--- src/rtl/easyaxi_rd_slv_pkg.sv ---
// Shared EasyAXI channel widths, encodings and helpers used by the read slave
// and reused by the write slave.
package easyaxi_rd_slv_pkg;

    localparam int AXI_ID_W    = 4;
    localparam int AXI_ADDR_W  = 32;
    localparam int AXI_LEN_W   = 8;
    localparam int AXI_SIZE_W  = 3;
    localparam int AXI_BURST_W = 2;
    localparam int AXI_DATA_W  = 32;
    localparam int AXI_RESP_W  = 2;

    localparam logic [AXI_BURST_W-1:0] AXI_BURST_FIXED = 2'd0;
    localparam logic [AXI_BURST_W-1:0] AXI_BURST_INCR  = 2'd1;
    localparam logic [AXI_BURST_W-1:0] AXI_BURST_WRAP  = 2'd2;

    localparam logic [AXI_RESP_W-1:0] AXI_RESP_OKAY   = 2'd0;
    localparam logic [AXI_RESP_W-1:0] AXI_RESP_SLVERR = 2'd2;
    localparam logic [AXI_RESP_W-1:0] AXI_RESP_DECERR = 2'd3;

    localparam logic [AXI_SIZE_W-1:0] AXI_SIZE_4B = 3'd2;

    typedef enum logic {
        ST_IDLE,
        ST_BURST
    } rd_state_e;

    typedef struct packed {
        logic [AXI_ID_W-1:0]    id;
        logic [AXI_ADDR_W-1:0]  addr;
        logic [AXI_LEN_W-1:0]   len;
        logic [AXI_SIZE_W-1:0]  size;
        logic [AXI_BURST_W-1:0] burst;
    } ar_entry_t;

    // WRAP bursts are only legal with 2, 4, 8 or 16 beats.
    function automatic logic axi_wrap_len_ok(input logic [AXI_LEN_W-1:0] len);
        return (len == 8'd1) || (len == 8'd3) || (len == 8'd7) || (len == 8'd15);
    endfunction

endpackage

--- src/rtl/easyaxi_burst_addr.sv ---
// Combinational next-beat address generator for FIXED, INCR and WRAP bursts.
module easyaxi_burst_addr
    import easyaxi_rd_slv_pkg::*;
(
    input  logic [AXI_ADDR_W-1:0]  addr,
    input  logic [AXI_LEN_W-1:0]   len,
    input  logic [AXI_SIZE_W-1:0]  size,
    input  logic [AXI_BURST_W-1:0] burst,
    output logic [AXI_ADDR_W-1:0]  next_addr
);

    logic [AXI_ADDR_W-1:0] bytes;
    logic [AXI_ADDR_W-1:0] incr_addr;
    logic [AXI_ADDR_W-1:0] wrap_mask;

    // The wrap window is the whole burst footprint; the high part of the
    // address is held while the low part advances modulo that window.
    always_comb begin
        bytes     = AXI_ADDR_W'(1) << size;
        incr_addr = addr + bytes;
        wrap_mask = (bytes * (AXI_ADDR_W'(len) + AXI_ADDR_W'(1))) - AXI_ADDR_W'(1);
        next_addr = addr;
        case (burst)
            AXI_BURST_INCR: next_addr = incr_addr;
            AXI_BURST_WRAP: next_addr = (addr & ~wrap_mask) | (incr_addr & wrap_mask);
            default:        next_addr = addr;
        endcase
    end

endmodule

--- src/rtl/easyaxi_rd_slv.sv ---
// AXI read slave: buffers AR requests in a circular FIFO and streams R beats
// in request order from a synthetic read-only memory.
module easyaxi_rd_slv
    import easyaxi_rd_slv_pkg::*;
#(
    parameter int                    OST_DEPTH = 16,
    parameter int                    MEM_WORDS = 64,
    parameter logic [AXI_DATA_W-1:0] DATA_SEED = '0
) (
    input  logic                   clk,
    input  logic                   rst_n,
    input  logic                   axi_slv_arvalid,
    output logic                   axi_slv_arready,
    input  logic [AXI_ID_W-1:0]    axi_slv_arid,
    input  logic [AXI_ADDR_W-1:0]  axi_slv_araddr,
    input  logic [AXI_LEN_W-1:0]   axi_slv_arlen,
    input  logic [AXI_SIZE_W-1:0]  axi_slv_arsize,
    input  logic [AXI_BURST_W-1:0] axi_slv_arburst,
    output logic                   axi_slv_rvalid,
    input  logic                   axi_slv_rready,
    output logic [AXI_ID_W-1:0]    axi_slv_rid,
    output logic [AXI_DATA_W-1:0]  axi_slv_rdata,
    output logic [AXI_RESP_W-1:0]  axi_slv_rresp,
    output logic                   axi_slv_rlast
);

    localparam int              PTR_W      = (OST_DEPTH > 1) ? $clog2(OST_DEPTH) : 1;
    localparam int              WORD_SHIFT = $clog2(AXI_DATA_W / 8);
    localparam logic [PTR_W-1:0] PTR_LAST  = PTR_W'(OST_DEPTH - 1);

    ar_entry_t             ost_q [OST_DEPTH];
    ar_entry_t             push_entry;
    ar_entry_t             head;
    logic [OST_DEPTH-1:0]  ost_vld_q;
    logic [PTR_W-1:0]      set_ptr_q;
    logic [PTR_W-1:0]      clr_ptr_q;
    logic                  head_vld;
    logic                  ar_hs;
    logic                  r_hs;
    logic                  beat_last;
    logic                  slverr;
    logic                  decerr;
    rd_state_e             state_q;
    rd_state_e             state_d;
    logic [AXI_ADDR_W-1:0] beat_addr_q;
    logic [AXI_ADDR_W-1:0] beat_addr_d;
    logic [AXI_ADDR_W-1:0] beat_addr;
    logic [AXI_ADDR_W-1:0] next_addr;
    logic [AXI_ADDR_W-1:0] word_idx;
    logic [AXI_LEN_W-1:0]  beat_cnt_q;
    logic [AXI_LEN_W-1:0]  beat_cnt_d;
    logic [AXI_LEN_W-1:0]  beat_cnt;

    // Ready comes only from the slot valid bit, so a pop never bypasses into a full buffer.
    assign axi_slv_arready = ~ost_vld_q[set_ptr_q];
    assign ar_hs           = axi_slv_arvalid & axi_slv_arready;
    assign head            = ost_q[clr_ptr_q];
    assign head_vld        = ost_vld_q[clr_ptr_q];
    assign r_hs            = head_vld & axi_slv_rready;

    always_comb begin
        push_entry.id    = axi_slv_arid;
        push_entry.addr  = axi_slv_araddr;
        push_entry.len   = axi_slv_arlen;
        push_entry.size  = axi_slv_arsize;
        push_entry.burst = axi_slv_arburst;
    end

    always_ff @(posedge clk) begin
        if (ar_hs) begin
            ost_q[set_ptr_q] <= push_entry;
        end
    end

    // Push and pop always hit different slots, so both updates can land together.
    always_ff @(posedge clk or negedge rst_n) begin
        if (!rst_n) begin
            ost_vld_q <= '0;
            set_ptr_q <= '0;
            clr_ptr_q <= '0;
        end else begin
            if (ar_hs) begin
                ost_vld_q[set_ptr_q] <= 1'b1;
                set_ptr_q            <= (set_ptr_q == PTR_LAST) ? '0 : set_ptr_q + 1'b1;
            end
            if (r_hs && beat_last) begin
                ost_vld_q[clr_ptr_q] <= 1'b0;
                clr_ptr_q            <= (clr_ptr_q == PTR_LAST) ? '0 : clr_ptr_q + 1'b1;
            end
        end
    end

    // In IDLE the head entry is presented directly as beat 0, which hides the load cycle.
    assign beat_addr = (state_q == ST_BURST) ? beat_addr_q : head.addr;
    assign beat_cnt  = (state_q == ST_BURST) ? beat_cnt_q : '0;
    assign beat_last = (beat_cnt == head.len);

    easyaxi_burst_addr u_burst_addr (
        .addr      (beat_addr),
        .len       (head.len),
        .size      (head.size),
        .burst     (head.burst),
        .next_addr (next_addr)
    );

    always_comb begin
        state_d     = state_q;
        beat_addr_d = beat_addr_q;
        beat_cnt_d  = beat_cnt_q;
        case (state_q)
            ST_IDLE: begin
                if (r_hs && beat_last) begin
                    state_d = ST_IDLE;
                end else if (r_hs) begin
                    state_d     = ST_BURST;
                    beat_addr_d = next_addr;
                    beat_cnt_d  = AXI_LEN_W'(1);
                end else if (head_vld) begin
                    state_d     = ST_BURST;
                    beat_addr_d = head.addr;
                    beat_cnt_d  = '0;
                end
            end
            ST_BURST: begin
                if (r_hs && beat_last) begin
                    state_d = ST_IDLE;
                end else if (r_hs) begin
                    beat_addr_d = next_addr;
                    beat_cnt_d  = beat_cnt_q + AXI_LEN_W'(1);
                end
            end
            default: state_d = ST_IDLE;
        endcase
    end

    always_ff @(posedge clk or negedge rst_n) begin
        if (!rst_n) begin
            state_q     <= ST_IDLE;
            beat_addr_q <= '0;
            beat_cnt_q  <= '0;
        end else begin
            state_q     <= state_d;
            beat_addr_q <= beat_addr_d;
            beat_cnt_q  <= beat_cnt_d;
        end
    end

    assign word_idx = beat_addr >> WORD_SHIFT;
    assign slverr   = (head.size > AXI_SIZE_W'(WORD_SHIFT)) ||
                      ((head.burst == AXI_BURST_WRAP) && !axi_wrap_len_ok(head.len));
    assign decerr   = (word_idx >= AXI_ADDR_W'(MEM_WORDS));

    // Outputs are forced to their idle values whenever no beat is offered.
    always_comb begin
        axi_slv_rvalid = head_vld;
        axi_slv_rid    = '0;
        axi_slv_rdata  = '0;
        axi_slv_rresp  = AXI_RESP_OKAY;
        axi_slv_rlast  = 1'b0;
        if (head_vld) begin
            axi_slv_rid   = head.id;
            axi_slv_rlast = beat_last;
            if (slverr) begin
                axi_slv_rresp = AXI_RESP_SLVERR;
            end else if (decerr) begin
                axi_slv_rresp = AXI_RESP_DECERR;
            end else begin
                axi_slv_rdata = AXI_DATA_W'(word_idx) ^ DATA_SEED;
            end
        end
    end

endmodule

--- config.mk ---
export PLATFORM = sky130hd
export DESIGN_NAME = easyaxi_rd_slv
export DESIGN_NICKNAME = d
export VERILOG_FILES = /design/src/rtl/easyaxi_rd_slv_pkg.sv /design/src/rtl/easyaxi_burst_addr.sv /design/src/rtl/easyaxi_rd_slv.sv
export SDC_FILE = /design/constraint.sdc
export NUM_CORES = 1
export LEC_CHECK = 0
export BUFFER_PORTS_ARGS = -buffer_cell sky130_fd_sc_hd__buf_4
export CORE_MARGIN = 1.5
export CORE_UTILIZATION = 40
export DETAILED_ROUTE_END_ITERATION = 7
export SYNTH_ARGS = -nofsm -noshare
export SYNTH_HDL_FRONTEND = slang
export SYNTH_SLANG_ARGS = --single-unit
--- constraint.sdc ---
create_clock -name clk -period 15.3 [get_ports clk]
set_input_delay 0.765 -clock clk [delete_from_list [all_inputs] [get_ports clk]]
set_output_delay 0.765 -clock clk [all_outputs]
set_load 0.01 [all_outputs]
==> run_results.csv <==
group,metric,value,unit
status,status,"completed",
detailed_routing,drtIter0Drc,2378,
clocking,clock_latency,0.65,ns
logic_synthesis,seq_area_frac_synth,63.7,%
logic_synthesis,synth_edf_count,784,
global_routing,grt_start_max_net_pins,103,
detailed_routing,vias_per_cell,5.79,
clocking,h-tree-depth,3,
clocking,clkTransAtPathRegs,0.07,ns
logic_synthesis,synth-seq-cells,849,
worst_setup_path,rrSetupSlack,5.51,ns
logic_synthesis,synth_ff_type,"edfxtp_1",
detailed_routing,antenna_left,0,
logic_synthesis,synth.distinct_cells,98,
finish,layout-drive-gt1-share,20.1,%
run,maxCapViolations,0,
die,dieArea,101000,µm²
clocking,cts_hold_buf,0,
sta,fin_setup_tns,0,ns
sta,slew_viol_final,0,
global_routing,first_global_vias,22400,
finish,area_growth,11.2,%
worst_setup_path,worstRegToRegCells,25,
sta,hold_viol_final,0,
place,dp_hpwl,61000,µm
logic_synthesis,syn_inst,2418,
place,placed_area,41100,µm²
worst_setup_path,r2r_end,"beat_addr_q[28]",
die,die_height,317,µm
logic_synthesis,synth.mux.area_fraction,14.1,%
finish,mostFrequentLayoutCells,"784 x edfxtp_1, 195 x mux4_2, 135 x nand2_1",
worst_setup_path,path_class,"register to register",
global_routing,antenna_found_initial,3,
worst_setup_path,critPathRequiredTime,15.80,ns
global_routing,grt_pass1_wl,150000,µm
logic_synthesis,synth_xor_area_share,0.754,%
die,core,98100,µm²
finish,postLayoutCellArea,43900,µm²
finish,fin_nets,2677,
clocking,cts_buffers,85,
detailed_routing,wirelength,101000,µm
worst_setup_path,crit_path_end_kind,"register",
detailed_routing,vias,22300,
logic_synthesis,synth_compound_area_share,6.25,%
logic_synthesis,yosys.area_share.adder,5.04,%
worst_setup_path,cp_data_arrival_time,10.29,ns
logic_synthesis,synth_top_family_by_area,"multiplexers",
finish,final_common_cell,"edfxtp_1",
die,pin_count,94,
logic_synthesis,synthSimpleGateAreaFrac,6.23,%
sta,worstMarginPinSlew,1.30,ns
clocking,cts_buffer_depth,3,
hold_path,min_path_type,"input pin to async pin",
sta,slew_headroom,12.7,%
clocking,cts_setup_buffers,0,
sta,fmax,102,MHz
worst_setup_path,critPathLaunchType,"register",
global_routing,gr-total-overflow,0,
clocking,cts_resized,0,
detailed_routing,dr.pass1.iters,6,
logic_synthesis,synth.avg_cell_area,16.3,µm²
place,gp_congestion,0.946,
clocking,cts-root-buf,"clkbuf_16",
clocking,cts_tree,"yes",
sta,rsz0062_at_grt,"false",
detailed_routing,route.detailed.drc,0,
sta,finalCriticalPeriod,9.79,ns
logic_synthesis,syn_area,39500,µm²
global_routing,grt_usage,20.2,%
worst_setup_path,r2r_start,"clr_ptr_q[1]",
die,initial_utilization,40.2,%
worst_setup_path,path_max_fanout,41,
finish,post-route-util,44.7,%
finish,fillers,8474,
sta,skew,0.0298,ns
detailed_routing,wl_per_cell,26.3,µm
die,rows,115,
logic_synthesis,yosys_warnings,0,
sta,setup_viol,0,
sta,min_period_over_period,64.0,%
place,port_buffers,67,
logic_synthesis,async_flop_share,7.66,%
clocking,cts.sinks,849,
die,die_x,317,µm
## cell usage after synthesis (all sizes together) (13+ instances only)
| cell | count | area share [%] |
|---|---|---|
| a21o | 13 | 0.25 |
| a21oi | 75 | 0.96 |
| a22oi | 37 | 0.73 |
| a31oi | 35 | 0.59 |
| and2 | 13 | 0.21 |
| and3 | 17 | 0.27 |
| buf | 101 | 2.3 |
| clkbuf | 44 | 0.42 |
| dfrtp | 65 | 4.1 |
| edfxtp | 784 | 60 |
| fa | 47 | 2.4 |
| ha | 84 | 2.7 |
| inv | 124 | 1.2 |
| mux2 | 18 | 0.56 |
| mux2i | 58 | 1.5 |
| mux4 | 208 | 12 |
| nand2 | 136 | 1.3 |
| nand2b | 21 | 0.33 |
| nand3 | 35 | 0.44 |
| nand4 | 18 | 0.29 |
| nor2 | 140 | 1.3 |
| nor2b | 13 | 0.21 |
| nor3 | 42 | 0.56 |
| o21ai | 63 | 0.83 |
| xnor2 | 18 | 0.40 |
| xor2 | 16 | 0.35 |
## sequential cells by signal (all words and copies together) (netlist names)
name and count:
ost_q 784, state_q 1, ost_vld_q 16, beat_addr_q 32, beat_cnt_q 8, clr_ptr_q 4, set_ptr_q 4
## cell type report
type                    count  area [µm²]  area share (%)
flip-flops and latches    849       25200            57.4
multi-input cells        1325       13000            29.6
clock buffers             100        2240            5.09
well taps                1287        1610            3.67
repair buffers            108         823            1.88
clock inverters            58         593            1.35
inverters                 124         465            1.06
diodes                      2        5.00          0.0114
## how the worst max path moves through the flow
stage,startpoint,slack (ns),to
floorplan,clr_ptr_q[0],7.40,beat_addr_q[24]
global placement,clr_ptr_q[1],5.79,beat_addr_q[24]
detailed placement,clr_ptr_q[1],5.55,beat_addr_q[28]
CTS,clr_ptr_q[1],5.52,beat_addr_q[28]
global route,clr_ptr_q[1],5.01,beat_addr_q[28]
finish,clr_ptr_q[1],5.51,beat_addr_q[28]
## worst max-delay path, cell delays in order, from the launching register on
cell and delay (ns):
dfrtp_4 0.71, buf_4 0.69, mux4_2 0.59, a22oi_1 0.59, nand2_1 0.35, nand3_1 0.28, nor2_1 0.08, xnor2_1 0.64
nor2_1 0.17, fa_1 0.52, ha_1 0.32, fa_1 0.51, fa_1 0.55, inv_1 0.06, fa_1 0.52, inv_1 0.04
ha_1 0.34, a21oi_1 0.20, o21ai_0 0.14, and4_1 0.23, or4_1 0.48, a311o_1 0.41, o21ai_0 0.70, a41oi_1 0.21
o21ai_0 0.20, a21oi_1 0.09
## metal layers
| layer | share of wire [%] | vias up | wire (µm) | track usage, % |
|---|---|---|---|---|
| met4 | 2.8 | 4 | 2870 | 6.18 |
| met1 | 43 | 11700 | 43400 | 28.1 |
| met3 | 5.7 | 169 | 5730 | 2.60 |
| li1 | - | 9653 | - | - |
| met5 | 0.022 | - | 22 | 0 |
| met2 | 49 | 821 | 49500 | 33.1 |
## stage by stage
stage | std cells | setup slack, ns | hold slack (ns)
floorplan | 2443 | 7.40 | 0.457
global placement | 3693 | 5.79 | 0.496
detailed placement | 3693 | 5.55 | 0.493
CTS | 3851 | 5.52 | 0.249
global route | 3852 | 5.01 | 0.294
finish | 3853 | 5.51 | 0.210
## cells by family after synthesis
family,after synthesis
flip-flops,849
AND/OR/NAND/NOR,498
AO/OA/AOI/OAI,352
multiplexers,284
buffers and inverters,269
adder cells (fa/ha/maj),131
XOR/XNOR,34
other,1
Power is not shown: default switching activity piles up to over one toggle a cycle in this logic, so the estimate is an artifact.
